--- src/rtl/fetch_unit.sv ---
// fetch_unit: PC owner and FETCH_DEPTH-entry fetch queue feeding decode over valid/ready.
// Define FETCH_PERF_EN to add perf_fetched/perf_stall counters.
module fetch_unit #(
  parameter int A_WIDTH = 32,
  parameter int D_WIDTH = 32,
  parameter int FETCH_DEPTH = 4,
  parameter logic [A_WIDTH-1:0] RESET_PC = '0
) (
  input  logic               clk,
  input  logic               rst,
  output logic               imem_req,
  output logic [A_WIDTH-1:0] imem_addr,
  input  logic [D_WIDTH-1:0] imem_rdata,
  input  logic               redir_valid,
  input  logic [A_WIDTH-1:0] redir_pc,
  output logic               out_valid,
  input  logic               out_ready,
  output logic [D_WIDTH-1:0] out_instr,
  output logic [A_WIDTH-1:0] out_pc
`ifdef FETCH_PERF_EN
  ,
  output logic [31:0]        perf_fetched,
  output logic [31:0]        perf_stall
`endif
);
  localparam int PW = $clog2(FETCH_DEPTH);
  localparam logic [PW:0] FULL = (PW+1)'(FETCH_DEPTH);
  logic [D_WIDTH-1:0] q_instr [FETCH_DEPTH];
  logic [A_WIDTH-1:0] q_pc [FETCH_DEPTH];
  logic [PW-1:0] rd_ptr, wr_ptr;
  logic [PW:0] occ;
  logic [A_WIDTH-1:0] fetch_pc, infl_addr;
  logic inflight, push, pop;
  // credit rule: queued plus in-flight never exceeds capacity, so responses always fit
  assign imem_req = !rst && !redir_valid && ((occ + {{PW{1'b0}}, inflight}) < FULL);
  assign imem_addr = fetch_pc;
  assign push = inflight && !redir_valid;
  assign pop = out_valid && out_ready;
  assign out_valid = occ != '0;
  assign out_instr = q_instr[rd_ptr];
  assign out_pc = q_pc[rd_ptr];
  always_ff @(posedge clk) begin
    if (rst) begin
      fetch_pc <= RESET_PC;
      infl_addr <= '0;
      inflight <= 1'b0;
      rd_ptr <= '0;
      wr_ptr <= '0;
      occ <= '0;
    end else begin
      inflight <= imem_req;
      if (imem_req) begin
        fetch_pc <= fetch_pc + A_WIDTH'(4);
        infl_addr <= fetch_pc;
      end
      if (redir_valid) begin
        fetch_pc <= redir_pc & ~A_WIDTH'(3);
        rd_ptr <= '0;
        wr_ptr <= '0;
        occ <= '0;
      end else begin
        rd_ptr <= rd_ptr + PW'(pop);
        wr_ptr <= wr_ptr + PW'(push);
        occ <= occ + (PW+1)'(push) - (PW+1)'(pop);
      end
    end
  end
  always_ff @(posedge clk) begin
    if (!rst && push) begin
      q_instr[wr_ptr] <= imem_rdata;
      q_pc[wr_ptr] <= infl_addr;
    end
  end
`ifdef FETCH_PERF_EN
  always_ff @(posedge clk) begin
    if (rst) begin
      perf_fetched <= '0;
      perf_stall <= '0;
    end else begin
      perf_fetched <= perf_fetched + 32'(pop);
      perf_stall <= perf_stall + 32'(out_valid && !out_ready);
    end
  end
`endif
endmodule

--- config.mk ---
export PLATFORM = sky130hd
export DESIGN_NAME = fetch_unit
export DESIGN_NICKNAME = d
export VERILOG_FILES = /design/src/rtl/fetch_unit.sv
export SDC_FILE = /design/constraint.sdc
export NUM_CORES = 1
export LEC_CHECK = 0
export ABC_AREA = 0
export CAP_MARGIN = 20
export CORE_MARGIN = 4
export CORE_UTILIZATION = 45
export DETAILED_ROUTE_END_ITERATION = 6
export PLACE_DENSITY = 0.69
export SLEW_MARGIN = 20
export SYNTH_ARGS = -nofsm -noshare
export SYNTH_HDL_FRONTEND = slang
export SYNTH_SLANG_ARGS = --single-unit
--- constraint.sdc ---
create_clock -name clk -period 16.4 [get_ports clk]
set_input_delay 2.46 -clock clk [delete_from_list [all_inputs] [get_ports clk]]
set_output_delay 2.46 -clock clk [all_outputs]
set_load 0.02 [all_outputs]
==> run summary, run 1 <==
The run finished with clean final reports. The detail route stage leaves a number of antenna-violating nets equal to 0. For this configuration, the core starts out at a cell density of 46.1%. The core footprint came out at 26,300 µm².

The number of fill cells in the layout came out at between 1,500 and 2,000. CTS built an H-tree with a depth of 1. The share of synthesized registers carrying an async set or reset came out at 0%. The sum of buffers and inverters on the critical path is 3.

The slowest stage of the critical path is the sky130_fd_sc_hd__clkdlybuf4s50_1 cell. The final layout contains routed wiring with a total length of roughly 24,000 µm. The family with the most delay on the worst path is buffers and inverters. The area share of the leading cell type in the synthesized netlist is between 60% and 70%. The setup TNS came out at 0 ps. The total number of clock tree sinks is 316. In the global route stage, overall resource usage came out at about 16%. Synthesis handed over a netlist of 711 instances. The distinct cell type count of the synthesized netlist came out at 44. The maximum ir drop on the vdd rail came out at between 0.06 and 0.07 mV. Ranked by total cell area, the synthesized netlist is headed by sky130_fd_sc_hd__edfxtp_1, sky130_fd_sc_hd__mux4_2, sky130_fd_sc_hd__dfxtp_1. Summed over all instances, the cell type with the most area after synthesis is sky130_fd_sc_hd__edfxtp_1. The fmax came out at about 140 MHz. The clock transition time at the flip-flop clock pins of the worst setup and hold paths came out at roughly 60 ps. The final route contains around 6,600 vias.

The share of final-layout standard cells stronger than drive strength 1 is 16.4%. The max-slew violation count came out at 0. After detailed routing, the average wire length per cell comes to 19.8 µm.

The later pin in the worst-skew pair is clocked with a latency of 550 ps. In this design, the stage delay of the slowest critical-path cell is about 730 ps. The switching part of the total power came out at roughly a fifth. The leakage dissipation came out at 4.74 nW.

In the final layout, flip-flops and latches occupy 8820 µm². The number of I/O pins came out at roughly 170. The period utilization is between 40% and 50%. The floorplan die width came out at approximately 170 µm. The number of post-CTS setup repair buffers is 0.

The count of maximum capacitance violations is 0. For this run, the leading register cell type out of synthesis is sky130_fd_sc_hd__edfxtp_1. The number of endpoints failing setup at the final stage is 0.

In this run the tool buffered the top-level ports with 159 buffer cells. The net count reported at finish came out at 947. The slew of the pin with the lowest slew margin is 981 ps. Counting flops with a built-in enable in the synthesized netlist gives ~250. After synthesis the netlist holds a flip-flop and latch count of 316.

The cell type with the highest occurrence count on the critical path is sky130_fd_sc_hd__clkdlybuf4s50_1. The number of hold violations in the final report is 0. The area enclosed by the die boundary came out at roughly 30,000 µm². The number of hold buffers added after CTS came out at 0.

TritonCTS built the clock tree. The remaining routing DRC violations is 0. The total area of multi-input combinational cells is 3080 µm². The launch point of the worst reg-to-reg path is imem_addr[3]. The final critical path time including I/O delays and setup is slightly above 7000 ps. Setup repair after global routing left no endpoint under its margin.

Compared with the post-synthesis result, the final layout area differs by 24.5%. The worst min-delay path category is reg2reg. In this run the most critical hold path is launched from infl_addr[31]. Walking the worst path, the cells encountered are clkdlybuf4s50_1 -> nor2_1 -> nand2_1 -> inv_1 -> clkdlybuf4s50_1. The internal power consumption came out at between 1 and 1.5 mW. The wire length of the first global-routing pass came out at around 38,000 µm. Summed over all nets, the switching power comes to 0.350 mW. The final HPWL from detailed placement came out at approximately 14,000 µm.

The maximum count of clock buffers along a single path is 3. STA classifies the critical path endpoint as an output port. STA classifies the critical path startpoint as a primary input. The post-route clock skew came out at between 9 and 10 ps. The highest fanout seen on the critical path is 17. After synthesis, flip-flops and latches occupy 72.7% of the total area. The worst slew margin relative to its limit came out at about 35%. The pin count of the biggest net entering global routing came out at between 60 and 70.

The average size of a mapped cell is about 17 µm². The via count of the first global-routing pass is between 6,000 and 7,000. The initial antenna violation count is 0.

The mapped netlist covers 12,100 µm². In this run, the combinational gates consume around 5.2% of the power. The per-cell via count in the routed design is ~5.4.

In this run, flip-flops and latches consume between 50% and 60% of the power. The tree is rooted in a sky130_fd_sc_hd__clkbuf_16. The number of gates given a new drive strength after cts is 0.

The clock buffer count from CTS is 31. The critical path in this run is classified as in2out. The worst endpoint required time came out at around 14,000 ps. The total power density per cell area is 113 nW/µm². The total power of the final layout came out at around 1.7 mW. The worst path arrival time is 4600 ps.

The floorplan row count came out at 59. At the end of routability-driven placement, the weighted congestion stood at about 0.76. The detailed router's first-iteration violation count is about 400. The first-pass iteration count of the detailed router is 4.

The timing startpoint of the critical path is redir_valid. The antenna diode count is 0. The floorplan step set the die height to between 150 and 200 µm.

The count of warnings emitted by yosys came out at 0. For this run the aggregate overflow at the end of global routing stands at 0. The portion of total power attributed to the clock network is a little over two fifths.
[cell usage after synthesis (all sizes together), types with 7 or more instances]
| cell type | count |
|---|---|
| buf | 12 |
| o22ai | 7 |
| clkbuf | 30 |
| a21oi | 34 |
| xor2 | 16 |
| dfxtp | 68 |
| xnor2 | 13 |
| nand2 | 79 |
| nor2 | 29 |
| edfxtp | 248 |
| a211oi | 14 |
| inv | 7 |
| mux4 | 62 |
| nand3 | 16 |
| and2 | 8 |
| nand4 | 11 |
| nor3 | 8 |
[metal layers]
| metal | global-route usage [%] | wire, µm | part of all wire [%] | vias up |
|---|---|---|---|---|
| li1 | - | - | - | 3090 |
| met1 | 23.8 | 11100 | 46 | 3337 |
| met2 | 25.7 | 11300 | 47 | 188 |
| met3 | 3.57 | 1570 | 6.4 | 30 |
| met4 | 3.42 | 352 | 1.4 | 0 |
| met5 | 0 | 0 | 0 | - |
[worst min-delay path: cells and delay by family, from the launching register on]
kind             cells  cell delay, ps
flip-flops           1             340
AO/OA/AOI/OAI        1              50
AND/OR/NAND/NOR      1              60
[kinds of logic after synthesis]
kind of cell | count (synthesis) | synth area share [%]
flops | 316 | 72.7
fa+ha+maj | 4 | 0.475
xor+xnor | 29 | 2.10
buf+inv | 49 | 2.19
simple gates | 178 | 7.26
mux | 62 | 11.5
other cells | 1 | 0.0310
compound gates | 72 | 3.69
[flip-flops by register name (all words and copies together) (netlist names)]
signal     flops
q_instr      128
q_pc         120
inflight       1
infl_addr     30
imem_addr     30
occ            3
rd_ptr         2
wr_ptr         2
[area by class of cell]
| class | count | share of cell area, % |
|---|---|---|
| clock buffer | 36 | 5.47 |
| clock inverter | 21 | 1.64 |
| inverter | 7 | 0.174 |
| multi-input combinational | 349 | 20.4 |
| sequential | 316 | 58.4 |
| tap | 335 | 2.78 |
| timing repair buffer | 170 | 11.1 |
[power groups by stage]
stage | Combinational (mW) | Sequential (mW) | Clock, mW
finish | 0.0880 | 0.886 | 0.730
global route | 0.0951 | 0.888 | 0.785
CTS | 0.0890 | 0.886 | 0.748
detailed placement | 0.0883 | 0.903 | 0
global placement | 0.0877 | 0.903 | 0
floorplan | 0.0391 | 0.905 | 0
[path summary, 6_finish.rpt]
kind         cells past startpoint  slack, ps             to
max                              5       9340       imem_req
min                              2        500  infl_addr[31]
max reg2reg                      6      14220  imem_addr[22]
min reg2reg                      2        500  infl_addr[31]
[cell usage in the layout (no fill, tap or decap), types with 5 or more instances in the layout]
| master | synthesis | final |
|---|---|---|
| sky130_fd_sc_hd__clkbuf_16 | 0 | 31 |
| sky130_fd_sc_hd__buf_4 | 4 | 11 |
| sky130_fd_sc_hd__a211oi_1 | 13 | 13 |
| sky130_fd_sc_hd__a31oi_1 | 6 | 6 |
| sky130_fd_sc_hd__nand4_1 | 11 | 11 |
| sky130_fd_sc_hd__bufinv_16 | 0 | 5 |
| sky130_fd_sc_hd__dfxtp_1 | 68 | 66 |
| sky130_fd_sc_hd__nand3_1 | 14 | 14 |
| sky130_fd_sc_hd__edfxtp_1 | 248 | 248 |
| sky130_fd_sc_hd__xor2_1 | 16 | 16 |
| sky130_fd_sc_hd__mux4_2 | 62 | 62 |
| sky130_fd_sc_hd__inv_1 | 7 | 7 |
| sky130_fd_sc_hd__o22ai_1 | 7 | 7 |
| sky130_fd_sc_hd__a21oi_1 | 34 | 34 |
| sky130_fd_sc_hd__nor2_1 | 29 | 27 |
| sky130_fd_sc_hd__and2_1 | 8 | 8 |
| sky130_fd_sc_hd__clkdlybuf4s50_1 | 0 | 158 |
| sky130_fd_sc_hd__nand2_1 | 79 | 79 |
| sky130_fd_sc_hd__clkinv_2 | 0 | 9 |
| sky130_fd_sc_hd__xnor2_1 | 13 | 13 |
[metrics by stage]
step / hold slack, ps / utilization [%] / std cells / setup slack, ps / cell area (µm²)
final: 498 / 57.4 / 1234 / 9340 / 15100
after global routing: 529 / 57.4 / 1234 / 9180 / 15100
after CTS: 503 / 57.4 / 1234 / 9280 / 15100
after detailed placement: 488 / 53.3 / 1177 / 9290 / 14000
after global placement: 480 / 53.3 / 1177 / 9330 / 14000
after floorplan: 460 / - / 714 / 8700 / 12100
No activity file was read; power rests on OpenSTA's default activity.
==> run 2: changes to the inputs <==
Settings changed: PLACE_DENSITY 0.69 to 0.71.
Clock period 16.4 ns to 5.7 ns, I/O delays scaled along.
==> run summary, run 2 (synthesis gave the netlist of run 1 again) <==
The run finished with clean final reports. The area enclosed by the die boundary is approximately 30,000 µm². Max-cap violations in this run came to 0. Timing analysis after detailed placement gives a worst setup slack of between 1500 and 2000 ps.

Setup repair after global routing left no endpoint under its margin. The share of total power dissipated in combinational logic is under 10%. The effective utilization at floorplan is 46.1%. After legalization and detailed placement, the total HPWL measured 14,400 µm. The root buffer cell chosen for the clock tree is sky130_fd_sc_hd__clkbuf_16. The number of flip-flops under the largest register name is 128.

The number of hold buffers added after CTS came out at 0. The wire length reported by the detailed router came out at approximately 24,000 µm. The total power density per cell area is approximately 310 nW/µm². Summing all placed instances gives a cell area of around 14,000 µm². The overall global routing resource usage came out at 16.0%. In this run the static leakage power is between 4 and 5 nW. The clock network latency to the later pin of the worst-skew pair is ~540 ps. In the final design database the tool counted between 900 and 1,000 nets. The worst slew margin relative to its limit is a little under a quarter. The worst slack on hold paths came out at between 400 and 500 ps.

The remaining routing DRC violations is 0. The first-pass iteration count of the detailed router came out at 5. The portion of total power attributed to the clock network came out at 40.0%. Cells fill a little under three fifths of the core in the end. The largest registers in the layout are q_instr: 128 flops, q_pc: 120 flops.

The depth of the CTS H-tree is 1. The total net switching power is roughly 0.96 mW. The max-slew violation count came out at 0. Leaving out fill and tap cells, the most frequent cells in the layout are sky130_fd_sc_hd__edfxtp_1, sky130_fd_sc_hd__clkdlybuf4s50_1, sky130_fd_sc_hd__nand2_1. The post-layout worst setup margin came out at around 2000 ps.

Port buffering added 159 buffers. The setup path with the least slack is of type reg2out. The initial antenna violation count is 0.

The routed wirelength normalized by instance count came out at 19.2 µm. The via count of the first global-routing pass was slightly below 7,000. The highest fanout seen on the critical path came out at 29. The number of hold violations in the final report came out at 0. The worst endpoint required time is about 4900 ps. The clock drives 316 sinks. The most frequent standard cell in the layout excluding fill and tap cells is sky130_fd_sc_hd__edfxtp_1. The post-route netlist has approximately 15% of its cells at a drive strength greater than 1.

The critical path goes through buf_4 -> mux4_2 -> clkdlybuf4s50_1. The critical-path cell with the highest stage delay is sky130_fd_sc_hd__dfxtp_4. The number of endpoints failing setup at the final stage is 0. The detailed router placed around 6,600 vias in this run. The wire length of the first global-routing pass came out at around 37,000 µm. The floorplan row count came out at a little under 60. The antenna diode count is 0. The detailed router's first-iteration violation count came out at 466. The startpoint kind of the worst setup timing path is a flip-flop. The post-route clock skew came out at between 8 and 9 ps. The kind of end point of the critical path is an output port. The worst path arrival time is approximately 2800 ps. The number of post-CTS setup repair buffers came out at 0. The floorplan die width came out at 172 µm. The total global routing overflow came out at 0. The internal power consumption is 3.72 mW.

The clock transition time at the flip-flop clock pins of the worst setup and hold paths is ~60 ps. The die height is around 170 µm. In this design, the largest share of critical-path delay is due to buffers and inverters. The post-detailed-route count of antenna-violating nets came out at 0. The maximum ir drop on the vdd rail came out at about 0.21 mV. The maximum count of clock buffers along a single path is 3.

The switching part of the total power came out at 20.5%. At the pin with the least slew margin, the transition time is roughly 1100 ps. The summed area of non-filler cells in the final layout is roughly 15,000 µm².

The portion of total power attributed to sequential cells is roughly 55%. The worst stage delay on the critical path came out at between 700 and 800 ps. Relative to the synthesized area, the layout overhead comes to 23.7%. The final critical path takes up approximately 64% of the cycle. The worst min-delay path category is reg2reg. The fmax is about 270 MHz. The per-cell via count in the routed design came out at about 5.3.

The core footprint is 26,300 µm². The pin count of the biggest net entering global routing is 64. TritonCTS built the clock tree. The number of I/O pins is ~170. The clock buffer count from CTS came out at 31.

The final critical path time including I/O delays and setup is 3650 ps. The number of gates given a new drive strength after cts is 0. Ranked by flip-flop count, first place goes to q_instr. The global placer's final weighted congestion is approximately 0.77.

The sum of buffers and inverters on the critical path is 2.
-- run 2: cell count changes in the layout (fill, tap and decap cells not counted), moves of 2 or more --
cell	before	now
sky130_fd_sc_hd__clkbuf_1	2	11
sky130_fd_sc_hd__bufinv_16	5	1
sky130_fd_sc_hd__clkinv_1	1	5
sky130_fd_sc_hd__clkinv_2	9	5
sky130_fd_sc_hd__buf_4	11	14
sky130_fd_sc_hd__clkinvlp_4	3	0
sky130_fd_sc_hd__clkinv_4	2	0
-- run 2: cell type report --
cell class / count / area (µm²)
Sequential cell: 316 / 8820
Clock inverter: 12 / 80.1
Fill cell: 2047 / 11300
Timing Repair Buffer: 174 / 1710
Inverter: 7 / 26.3
Clock buffer: 45 / 858
Tap cell: 335 / 419
Multi-Input combinational cell: 349 / 3070
-- run 2: power groups by stage --
stage                     Clock, mW  Sequential, mW  Combinational (mW)
after floorplan                   0            2.60               0.113
after global placement            0            2.60               0.249
after detailed placement          0            2.60               0.251
after CTS                      1.93            2.55               0.253
after global routing           2.04            2.56               0.274
final                          1.87            2.55               0.252
-- run 2: per-stage QoR --
stage          setup TNS (ps)  instances  total power, mW
2_1_floorplan          -49140        714             2.72
3_3_place_gp                0       1180             2.85
3_5_place_dp                0       1180             2.85
4_1_cts                     0       1237             4.73
5_1_grt                     0       1238             4.87
6_report                    0       1238             4.67
-- run 2: worst paths after layout --
check | from | endpoint | slack, ps | cells after the start
setup / recovery | rd_ptr[0] | out_instr[7] | 2050 | 3
hold / removal | infl_addr[31] | infl_addr[31] | 500 | 2
setup reg to reg | imem_addr[2] | imem_addr[22] | 3210 | 6
hold reg to reg | infl_addr[31] | infl_addr[31] | 500 | 2
-- run 2: worst min-delay path, cell delays in order, from the launching register on --
cell                      delay, ps
sky130_fd_sc_hd__dfxtp_1        330
sky130_fd_sc_hd__nand2_1         60
sky130_fd_sc_hd__a21oi_1         50
-- run 2: layer usage --
layer	track usage, %	part of all wire, %	vias up
met4	3.76	1.6	0
met5	0	0	-
met2	25.1	46	202
li1	-	-	3102
met3	3.29	6.4	27
met1	23.3	46	3236
